--- config.mk ---
export PLATFORM = sky130hd
export DESIGN_NAME = rd_req_sequencer
export DESIGN_NICKNAME = d
export VERILOG_FILES = /design/src/rtl/rd_seq_pkg.sv /design/src/rtl/rd_req_fifo.sv /design/src/rtl/rd_req_sequencer.sv
export SDC_FILE = /design/constraint.sdc
export NUM_CORES = 1
export LEC_CHECK = 0
export ABC_AREA = 1
export CAP_MARGIN = 20
export CORE_MARGIN = 2
export CORE_UTILIZATION = 50
export DETAILED_ROUTE_END_ITERATION = 10
export DONT_BUFFER_PORTS = 1
export GPL_ROUTABILITY_DRIVEN = 0
export GPL_TIMING_DRIVEN = 0
export RECOVER_POWER = 25
export REMOVE_ABC_BUFFERS = 1
export SLEW_MARGIN = 30
export SYNTH_ARGS = -nofsm -noshare
export SYNTH_HDL_FRONTEND = slang
export SYNTH_SLANG_ARGS = --single-unit
--- constraint.sdc ---
create_clock -name clk -period 2.8 [get_ports clk]
set_input_delay 0.42 -clock clk [delete_from_list [all_inputs] [get_ports clk]]
set_output_delay 0.42 -clock clk [all_outputs]
set_load 0.01 [all_outputs]
--- src/rtl/rd_seq_pkg.sv ---
// Shared types and default sizing for the read-request sequencer.
package rd_seq_pkg;

    typedef enum logic [1:0] {
        S_IDLE,
        S_ISSUE,
        S_WAIT,
        S_ERR
    } seq_state_e;

    localparam int DEF_DEPTH = 4;
    localparam int DEF_LEN_W = 4;
    localparam int DEF_TMO   = 64;

endpackage

--- src/rtl/rd_req_fifo.sv ---
// Synchronous request FIFO holding burst lengths; flush empties it in one cycle.
module rd_req_fifo #(
    parameter int DEPTH = 4,
    parameter int W     = 4
) (
    input  logic                     clk,
    input  logic                     rst_n,
    input  logic                     push,
    input  logic                     pop,
    input  logic                     flush,
    input  logic [W-1:0]             din,
    output logic [W-1:0]             dout,
    output logic                     full,
    output logic                     empty,
    output logic [$clog2(DEPTH):0]   count
);

    localparam int PTR_W = $clog2(DEPTH);
    localparam int CNT_W = PTR_W + 1;

    logic [W-1:0]     mem [DEPTH];
    logic [PTR_W-1:0] wr_ptr;
    logic [PTR_W-1:0] rd_ptr;
    logic             push_ok;
    logic             pop_ok;

    assign full    = (count == CNT_W'(DEPTH));
    assign empty   = (count == '0);
    assign push_ok = push && !full;
    assign pop_ok  = pop && !empty;
    assign dout    = mem[rd_ptr];

    // NOTE: sequential state uses non-blocking assignments so every register
    // samples pre-edge values regardless of statement order.
    always_ff @(posedge clk or negedge rst_n) begin
        if (!rst_n) begin
            wr_ptr <= '0;
            rd_ptr <= '0;
            count  <= '0;
        end else if (flush) begin
            wr_ptr <= '0;
            rd_ptr <= '0;
            count  <= '0;
        end else begin
            if (push_ok) wr_ptr <= wr_ptr + 1'b1;
            if (pop_ok)  rd_ptr <= rd_ptr + 1'b1;
            case ({push_ok, pop_ok})
                2'b10:   count <= count + 1'b1;
                2'b01:   count <= count - 1'b1;
                default: count <= count;
            endcase
        end
    end

    // NOTE: storage is deliberately left out of reset; the pointers and count
    // guarantee stale entries are never read.
    always_ff @(posedge clk) begin
        if (push_ok) mem[wr_ptr] <= din;
    end

endmodule

--- src/rtl/rd_req_sequencer.sv ---
// Command stage: queues burst requests, issues one go per beat, counts ds, watchdog.
module rd_req_sequencer
    import rd_seq_pkg::*;
#(
    parameter int DEPTH = DEF_DEPTH,
    parameter int LEN_W = DEF_LEN_W,
    parameter int TMO   = DEF_TMO
) (
    input  logic                     clk,
    input  logic                     rst_n,
    input  logic                     req_valid,
    input  logic [LEN_W-1:0]         req_len,
    output logic                     req_ready,
    output logic [$clog2(DEPTH):0]   fifo_cnt,
    output logic                     go,
    input  logic                     ds,
    output logic                     busy,
    output logic [LEN_W-1:0]         beats_left,
    output logic                     done_pulse,
    output logic                     tmo_err,
    input  logic                     clr_err
);

    localparam int              WD_W   = $clog2(TMO);
    localparam logic [WD_W-1:0] WD_MAX = WD_W'(TMO - 1);

    seq_state_e       state, state_d;
    logic [LEN_W-1:0] beats_d;
    logic [WD_W-1:0]  wdog, wdog_d;
    logic             tmo_d;
    logic             done_d;
    logic             fifo_pop;
    logic             fifo_flush;
    logic             fifo_full;
    logic             fifo_empty;
    logic [LEN_W-1:0] fifo_head;

    // Ready derives only from registered state so a same-cycle pop never frees a slot.
    assign req_ready = !fifo_full && (state != S_ERR);

    rd_req_fifo #(
        .DEPTH (DEPTH),
        .W     (LEN_W)
    ) u_fifo (
        .clk   (clk),
        .rst_n (rst_n),
        .push  (req_valid && req_ready),
        .pop   (fifo_pop),
        .flush (fifo_flush),
        .din   (req_len),
        .dout  (fifo_head),
        .full  (fifo_full),
        .empty (fifo_empty),
        .count (fifo_cnt)
    );

    always_ff @(posedge clk or negedge rst_n) begin
        if (!rst_n) state <= S_IDLE;
        else        state <= state_d;
    end

    // NOTE: every signal assigned here gets a default first so no path
    // leaves it unassigned and infers a latch.
    always_comb begin
        state_d    = state;
        beats_d    = beats_left;
        wdog_d     = wdog;
        tmo_d      = tmo_err;
        done_d     = 1'b0;
        fifo_pop   = 1'b0;
        fifo_flush = 1'b0;
        case (state)
            S_IDLE: begin
                if (!fifo_empty) begin
                    fifo_pop = 1'b1;
                    beats_d  = fifo_head;
                    if (fifo_head != '0) state_d = S_ISSUE;
                    else                 done_d  = 1'b1;
                end
            end
            S_ISSUE: begin
                wdog_d  = '0;
                state_d = S_WAIT;
            end
            S_WAIT: begin
                // A ds on the expiry cycle still counts the beat.
                if (ds) begin
                    if (beats_left != '0) beats_d = beats_left - 1'b1;
                    if (beats_left <= LEN_W'(1)) begin
                        done_d  = 1'b1;
                        state_d = S_IDLE;
                    end else begin
                        state_d = S_ISSUE;
                    end
                end else if (wdog == WD_MAX) begin
                    tmo_d      = 1'b1;
                    fifo_flush = 1'b1;
                    state_d    = S_ERR;
                end else begin
                    wdog_d = wdog + 1'b1;
                end
            end
            S_ERR: begin
                if (clr_err) begin
                    tmo_d   = 1'b0;
                    beats_d = '0;
                    state_d = S_IDLE;
                end
            end
            default: state_d = S_IDLE;
        endcase
    end

    // Outputs are registered from next-state so go/busy line up with the state.
    always_ff @(posedge clk or negedge rst_n) begin
        if (!rst_n) begin
            beats_left <= '0;
            wdog       <= '0;
            tmo_err    <= 1'b0;
            done_pulse <= 1'b0;
            go         <= 1'b0;
            busy       <= 1'b0;
        end else begin
            beats_left <= beats_d;
            wdog       <= wdog_d;
            tmo_err    <= tmo_d;
            done_pulse <= done_d;
            go         <= (state_d == S_ISSUE);
            busy       <= (state_d != S_IDLE);
        end
    end

endmodule

==> flow_metrics.tcl, run 1 <==
set metrics [dict create \
    place_ws_ns 0.6250 \
    power_per_cell_area_mw_per_mm2 1156 \
    core.rowCount 23 \
    dieArea_mm2 0.004784 \
    cts_resized 0 \
    synth_simple_gate_area_share 0.2322 \
    crit_fanout 10 \
    synthFlopType "dfrtp_1" \
    layout-drive-gt1-share 0.1299 \
    clkLatencyLatePin_ns 0.30 \
    drt_iter0_markers 156 \
    synth_compound_area_frac 0.1055 \
    fin_crit_sh 0.7782 \
    setup_viol 0 \
    syn-cell-area_mm2 0.002123 \
    holdCritStartpoint "req_len[1]" \
    synthAdderAreaFrac 0.08014 \
    mostFrequentLayoutCells "nand2_1, inv_1, dfrtp_1, edfxtp_1" \
    clock-sinks 39 \
    post_synth_xor_area_fraction 0.02062 \
    grt_pass1_vias 1454 \
    cts_tree "built" \
    core-area_mm2 0.004058 \
    synth_area_per_cell_um2 9.479 \
    dr_total_vias 1486 \
    grt_util_all_layers 0.1815 \
    fin_setup_tns_ns 0 \
    start_util 0.5233 \
    power_w 0.002646 \
    path_class "reg -> reg" \
    antenna_found_initial 0 \
    htree_levels 2 \
    grt_pass1_wl_um 6796 \
    grt_max_degree 24 \
    drc 0 \
    layout_setup_ws_ns 0.6212 \
    finalCriticalPeriod_ns 2.179 \
    layout.nets 253 \
    r2r-end "u_fifo.count[2]" \
    yosysSeqAreaShare 0.4973 \
    rsz0062_at_grt "false" \
    synth-async-reset-ratio 0.5897 \
    synthCells 224 \
    ir_drop_mv 0.5172 \
    utilization 0.5640 \
    drtAntennaViolNets 0 \
    root_buffer "clkbuf_8" \
    overflow 0 \
    finalClockSkew_ns 0.007834 \
    final_common_cell "nand2_1" \
    io_buffers 0 \
    post_drt_wl_per_cell_um 14.00 \
    ioPinCount 21 \
    critPathRequiredTime_ns 3.02 \
    muxShareOfSynthArea 0 \
    die_w_um 69.17 \
    hold_class "in -> reg" \
    die_h_um 69.17 \
    relSlewSlack 0.1858 \
    tightest_slew_ns 1.221 \
    status "completed" \
    clock.fmax_mhz 459.0 \
    crit_path_end_kind "flip-flop" \
    rrSetupSlack_ns 0.62 \
    slew_violations 0 \
    max_cap_violations 0 \
    synth_cell_types 36 \
    reg2reg_depth 10 \
    regToRegStartpoint "state[0]" \
    holdPathEnd "u_fifo.mem[3][1]" \
    n_antenna_cell 0 \
    synth_seq_cells 39 \
    area_growth_pct 7.778 \
    post-cts-setup-buffer-count 0 \
    dp_hpwl_um 3016 \
    crit_path_start_kind "flip-flop" \
    synth_edf_count 16 \
    min_path_cells 0 \
    synth_top_family_by_area "simple AND/OR/NAND/NOR gates" \
    ctsLongestPathBuffers 2 \
    p_leak_nw 1.028 \
    hold_violations 0 \
    cts_made_buffers 5 \
    yosysWarnings 0 \
    drt-total-wl_um 3933 \
    cp_data_arrival_time_ns 2.40 \
    via_per_inst 5.288 \
    firstDrtPassIters 4 \
    postCtsHoldBufs 1 \
    clkTransAtPathRegs_ns 0.08 \
]
==> worst max path at each step <==
| stage | cells past startpoint | start | to | slack [ns] |
|---|---|---|---|---|
| 2_1_floorplan | 10 | state[0] | u_fifo.count[2] | 0.83 |
| 6_report | 10 | state[0] | u_fifo.count[2] | 0.62 |
| 5_1_grt | 10 | state[0] | u_fifo.count[2] | 0.50 |
| 4_1_cts | 10 | state[0] | u_fifo.count[2] | 0.61 |
| 3_5_place_dp | 10 | state[0] | u_fifo.count[2] | 0.63 |
| 3_3_place_gp | 10 | state[0] | u_fifo.count[2] | 0.71 |
==> layer usage <==
| metal | vias to the layer above | part of all wire | global-route usage | wire, µm |
|---|---|---|---|---|
| met1 | 699 | 0.48 | 0.2440 | 1890 |
| met4 | 0 | 0.021 | 0.08497 | 83 |
| li1 | 748 | - | - | - |
| met5 | - | 0 | 0 | 0 |
| met2 | 31 | 0.45 | 0.2778 | 1777 |
| met3 | 8 | 0.046 | 0.04240 | 181 |
==> Yosys cell counts, types with 2 or more instances <==
master / number / share of area
a21oi_1: 8 / 0.019
dfrtp_1: 23 / 0.27
edfxtp_1: 16 / 0.23
ha_1: 12 / 0.071
inv_1: 28 / 0.049
inv_2: 4 / 0.0071
nand2_1: 51 / 0.090
nand2_2: 2 / 0.0059
nand3_1: 14 / 0.033
nand3_2: 2 / 0.0094
nor2_1: 14 / 0.025
nor2_2: 3 / 0.0088
nor2_4: 3 / 0.016
nor3_4: 2 / 0.015
o211ai_1: 3 / 0.011
o21ai_0: 3 / 0.0071
o21ai_1: 10 / 0.024
o22ai_1: 4 / 0.012
o31ai_1: 2 / 0.0071
xnor2_1: 2 / 0.0083
xor2_1: 3 / 0.012
==> cell type report <==
cell class | count | area [µm²]
fill | 349 | 1769
clock buffer | 5 | 68.82
clock inverter | 2 | 37.54
multi-input combinational | 150 | 930.9
sequential | 39 | 1056
inverter | 34 | 128.9
tap | 50 | 62.56
timing repair buffer | 1 | 3.754
==> critical path, stage by stage (launching register included) <==
cell and delay [ns]:
dfrtp_1 0.44, ha_1 0.29, inv_1 0.14, nand3_4 0.14
nand2_2 0.13, inv_2 0.07, fa_1 0.38, xnor2_1 0.19
xor2_1 0.17, inv_1 0.05, o21ai_1 0.10
==> kinds of logic (layout without fill, tap and decap cells) <==
family,count (synthesis),count (layout)
compound gates,36,36
xor+xnor,5,5
fa+ha+maj,13,13
buf+inv,35,42
simple gates,96,96
flops,39,39
==> state kept, by name (all words and copies together) (netlist names) <==
register       count
go                 1
busy               1
state              2
wdog               6
beats_left         4
u_fifo.wr_ptr      2
tmo_err            1
u_fifo.mem        16
u_fifo.rd_ptr      2
done_pulse         1
u_fifo.count       3
==> power breakdown <==
| group | total, W | switching [W] | internal [W] |
|---|---|---|---|
| sequential | 0.00101 | 0.000231 | 0.000781 |
| clock | 0.000463 | 0.000203 | 0.000260 |
| combinational | 0.00117 | 0.000744 | 0.000427 |
==> metrics by stage <==
step,cell area [µm²],hold slack [ns],std cells
2_1_floorplan,2116,0.1244,223
3_3_place_gp,2178,0.1250,273
3_5_place_dp,2178,0.1249,273
4_1_cts,2295,0.2052,281
5_1_grt,2288,0.2021,281
6_report,2288,0.2137,281
Note: power is estimated with default switching activity, not from simulation.
==> run 2, diff against run 1 <==
--- a/config.mk
+++ b/config.mk
@@ -13,6 +13,7 @@
 export DONT_BUFFER_PORTS = 1
 export GPL_ROUTABILITY_DRIVEN = 0
 export GPL_TIMING_DRIVEN = 0
+export PLACE_DENSITY = 0.68
 export RECOVER_POWER = 25
 export REMOVE_ABC_BUFFERS = 1
 export SLEW_MARGIN = 30
==> constraint.sdc (replaced) <==
create_clock -name clk -period 1.9 [get_ports clk]
set_input_delay 0.285 -clock clk [delete_from_list [all_inputs] [get_ports clk]]
set_output_delay 0.285 -clock clk [all_outputs]
set_load 0.01 [all_outputs]
==> flow_metrics.tcl, run 2 (same netlist as run 1, synthesis figures left out) <==
set metrics [dict create \
    status "completed" \
    area_growth_pct 13.44 \
    clkTransAtPathRegs_ns 0.09 \
    hold_class "in -> reg" \
    nFillCells 341 \
    die_w_um 69.17 \
    cts_tree "built" \
    slew_violations 0 \
    dieArea_mm2 0.004784 \
    ioPinCount 21 \
    io_buffers 0 \
    tightest_slew_ns 1.231 \
    pwr-share-seq 0.357 \
    slowest_delay_ns 0.49 \
    root_buffer "clkbuf_8" \
    instances_no_fill 291 \
    grt_pass1_vias 1403 \
    crit_path_end_kind "flip-flop" \
    drt-total-wl_um 3702 \
    hold_ws_ns 0.07413 \
    cp_cell_sequence "nor3_4 > nor2_4 > nand2_2 > inv_4 > fa_2 > xnor2_2 > xor2_1 > inv_1 > o21ai_1" \
    path_class "reg -> reg" \
    post_drt_wl_per_cell_um 12.72 \
    path_buf_inv 2 \
    finalCriticalPeriod_ns 1.894 \
    drtAntennaViolNets 0 \
    ctsLongestPathBuffers 2 \
    mostFrequentLayoutCells "nand2_1, inv_1, dfrtp_1, edfxtp_1" \
    largest-register "u_fifo.mem" \
    die_h_um 69.17 \
    p_comb_frac 0.472 \
    setup_viol 0 \
    reg_top3 "u_fifo.mem: 16 flops, wdog: 6 flops, beats_left: 4 flops" \
    drt_iter0_markers 86 \
    grt_util_all_layers 0.1722 \
    drc 0 \
    via_per_inst 5.110 \
    start_util 0.5233 \
    power_per_cell_area_mw_per_mm2 1719 \
    rsz0062_at_grt "true" \
    p_sw_w 0.001784 \
    clkPwrFrac 0.171 \
    p_int_w 0.002357 \
    largest_reg_flops 16 \
    clock-sinks 39 \
    p_leak_nw 1.073 \
    post-place-cells 273 \
    layout-drive-gt1-share 0.2116 \
    core-area_mm2 0.004058 \
    ir_drop_mv 0.7056 \
    overflow 0 \
    critPathRequiredTime_ns 2.12 \
    firstDrtPassIters 5 \
    critPathTopFamily "flip-flops" \
    crit_fanout 6 \
    cp_data_arrival_time_ns 2.11 \
    n_antenna_cell 0 \
    dr_total_vias 1487 \
    clock.fmax_mhz 527.9 \
    grt_max_degree 24 \
    htree_levels 2 \
    relSlewSlack 0.1793 \
    core.rowCount 23 \
    grt_pass1_wl_um 6486 \
    crit_path_start_kind "flip-flop" \
    clkLatencyLatePin_ns 0.30 \
    slowest_stage "dfrtp_2" \
    finalClockSkew_ns 0.008999 \
    hold_violations 0 \
    dp_hpwl_um 2652 \
    max_cap_violations 0 \
    fin_crit_sh 0.9969 \
    layout.nets 262 \
    antenna_found_initial 0 \
    switching_share 0.4308 \
    cts_made_buffers 5 \
    final_common_cell "nand2_1" \
]
[run 2: cell count changes in the layout (fill, tap and decap cells not counted)]
cell,delta
inv_4,+1
ha_2,+1
inv_2,+2
ha_1,-3
xnor2_1,-1
fa_1,-1
ha_4,+2
dfrtp_2,+3
fa_2,+1
inv_1,-3
buf_4,+9
inv_6,+1
xnor2_2,+1
dfrtp_1,-3
[run 2: power by group through the flow]
| stage | sequential [W] | clock (W) | combinational (W) |
|---|---|---|---|
| floorplan | 0.00143 | 0 | 0.00142 |
| global placement | 0.00149 | 0 | 0.00165 |
| detailed placement | 0.00149 | 0 | 0.00169 |
| CTS | 0.00148 | 0.000717 | 0.00190 |
| global route | 0.00152 | 0.000756 | 0.00226 |
| finish | 0.00148 | 0.000709 | 0.00195 |
[run 2: cell type report]
class	count	area [µm²]	area share
Clock inverter	3	46.29	0.01922
Sequential cell	39	1060	0.4400
Timing Repair Buffer	10	71.32	0.02961
Multi-Input combinational cell	150	968.4	0.4021
Clock buffer	5	68.82	0.02857
Inverter	34	131.4	0.05455
Tap cell	50	62.56	0.02597
[run 2: final timing paths]
check / end / slack, ns / startpoint / depth (start not counted)
min in group asynchronous: u_fifo.rd_ptr[1] / 0.22 / rst_n / 1
max in group asynchronous: u_fifo.count[0] / 0.85 / rst_n / 1
worst max-delay path: u_fifo.count[2] / 0.006 / u_fifo.count[0] / 9
worst max register to register: u_fifo.count[2] / 0.006 / u_fifo.count[0] / 9
worst min register to register: wdog[0] / 0.53 / wdog[0] / 1
worst min-delay path: u_fifo.mem[3][2] / 0.07 / req_len[2] / 0
[run 2: routing by layer]
layer / GRT usage / part of all wire / vias to the layer above
met4: 0.06536 / 0.016 / 0
met5: 0 / 0 / -
li1: - / - / 774
met1: 0.2217 / 0.45 / 684
met3: 0.04825 / 0.042 / 5
met2: 0.2767 / 0.49 / 24
[run 2: timing repair]
item                                    in CTS  in global routing
pin swaps                                    5                  2
hold buffers                                 1                  0
hold endpoints to repair                    23                  0
setup buffers                                8                  1
endpoints found under the setup margin       2                  5
resized for setup                           11                  3
[run 2: per-stage QoR]
step                      setup TNS (ns)    util  worst slack [ns]  cell area, µm²  total power [W]
after global placement           -0.2347  0.5368           -0.2347            2178         0.003143
after detailed placement         -0.2813  0.5368           -0.2729            2178         0.003184
after floorplan                 -0.06703       -          -0.06703            2116         0.002845
after CTS                       -0.01233  0.5896          -0.01233            2392         0.004101
final                                  0  0.5936          0.005844            2409         0.004141
after global routing             -0.1367  0.5936           -0.1367            2409         0.004540
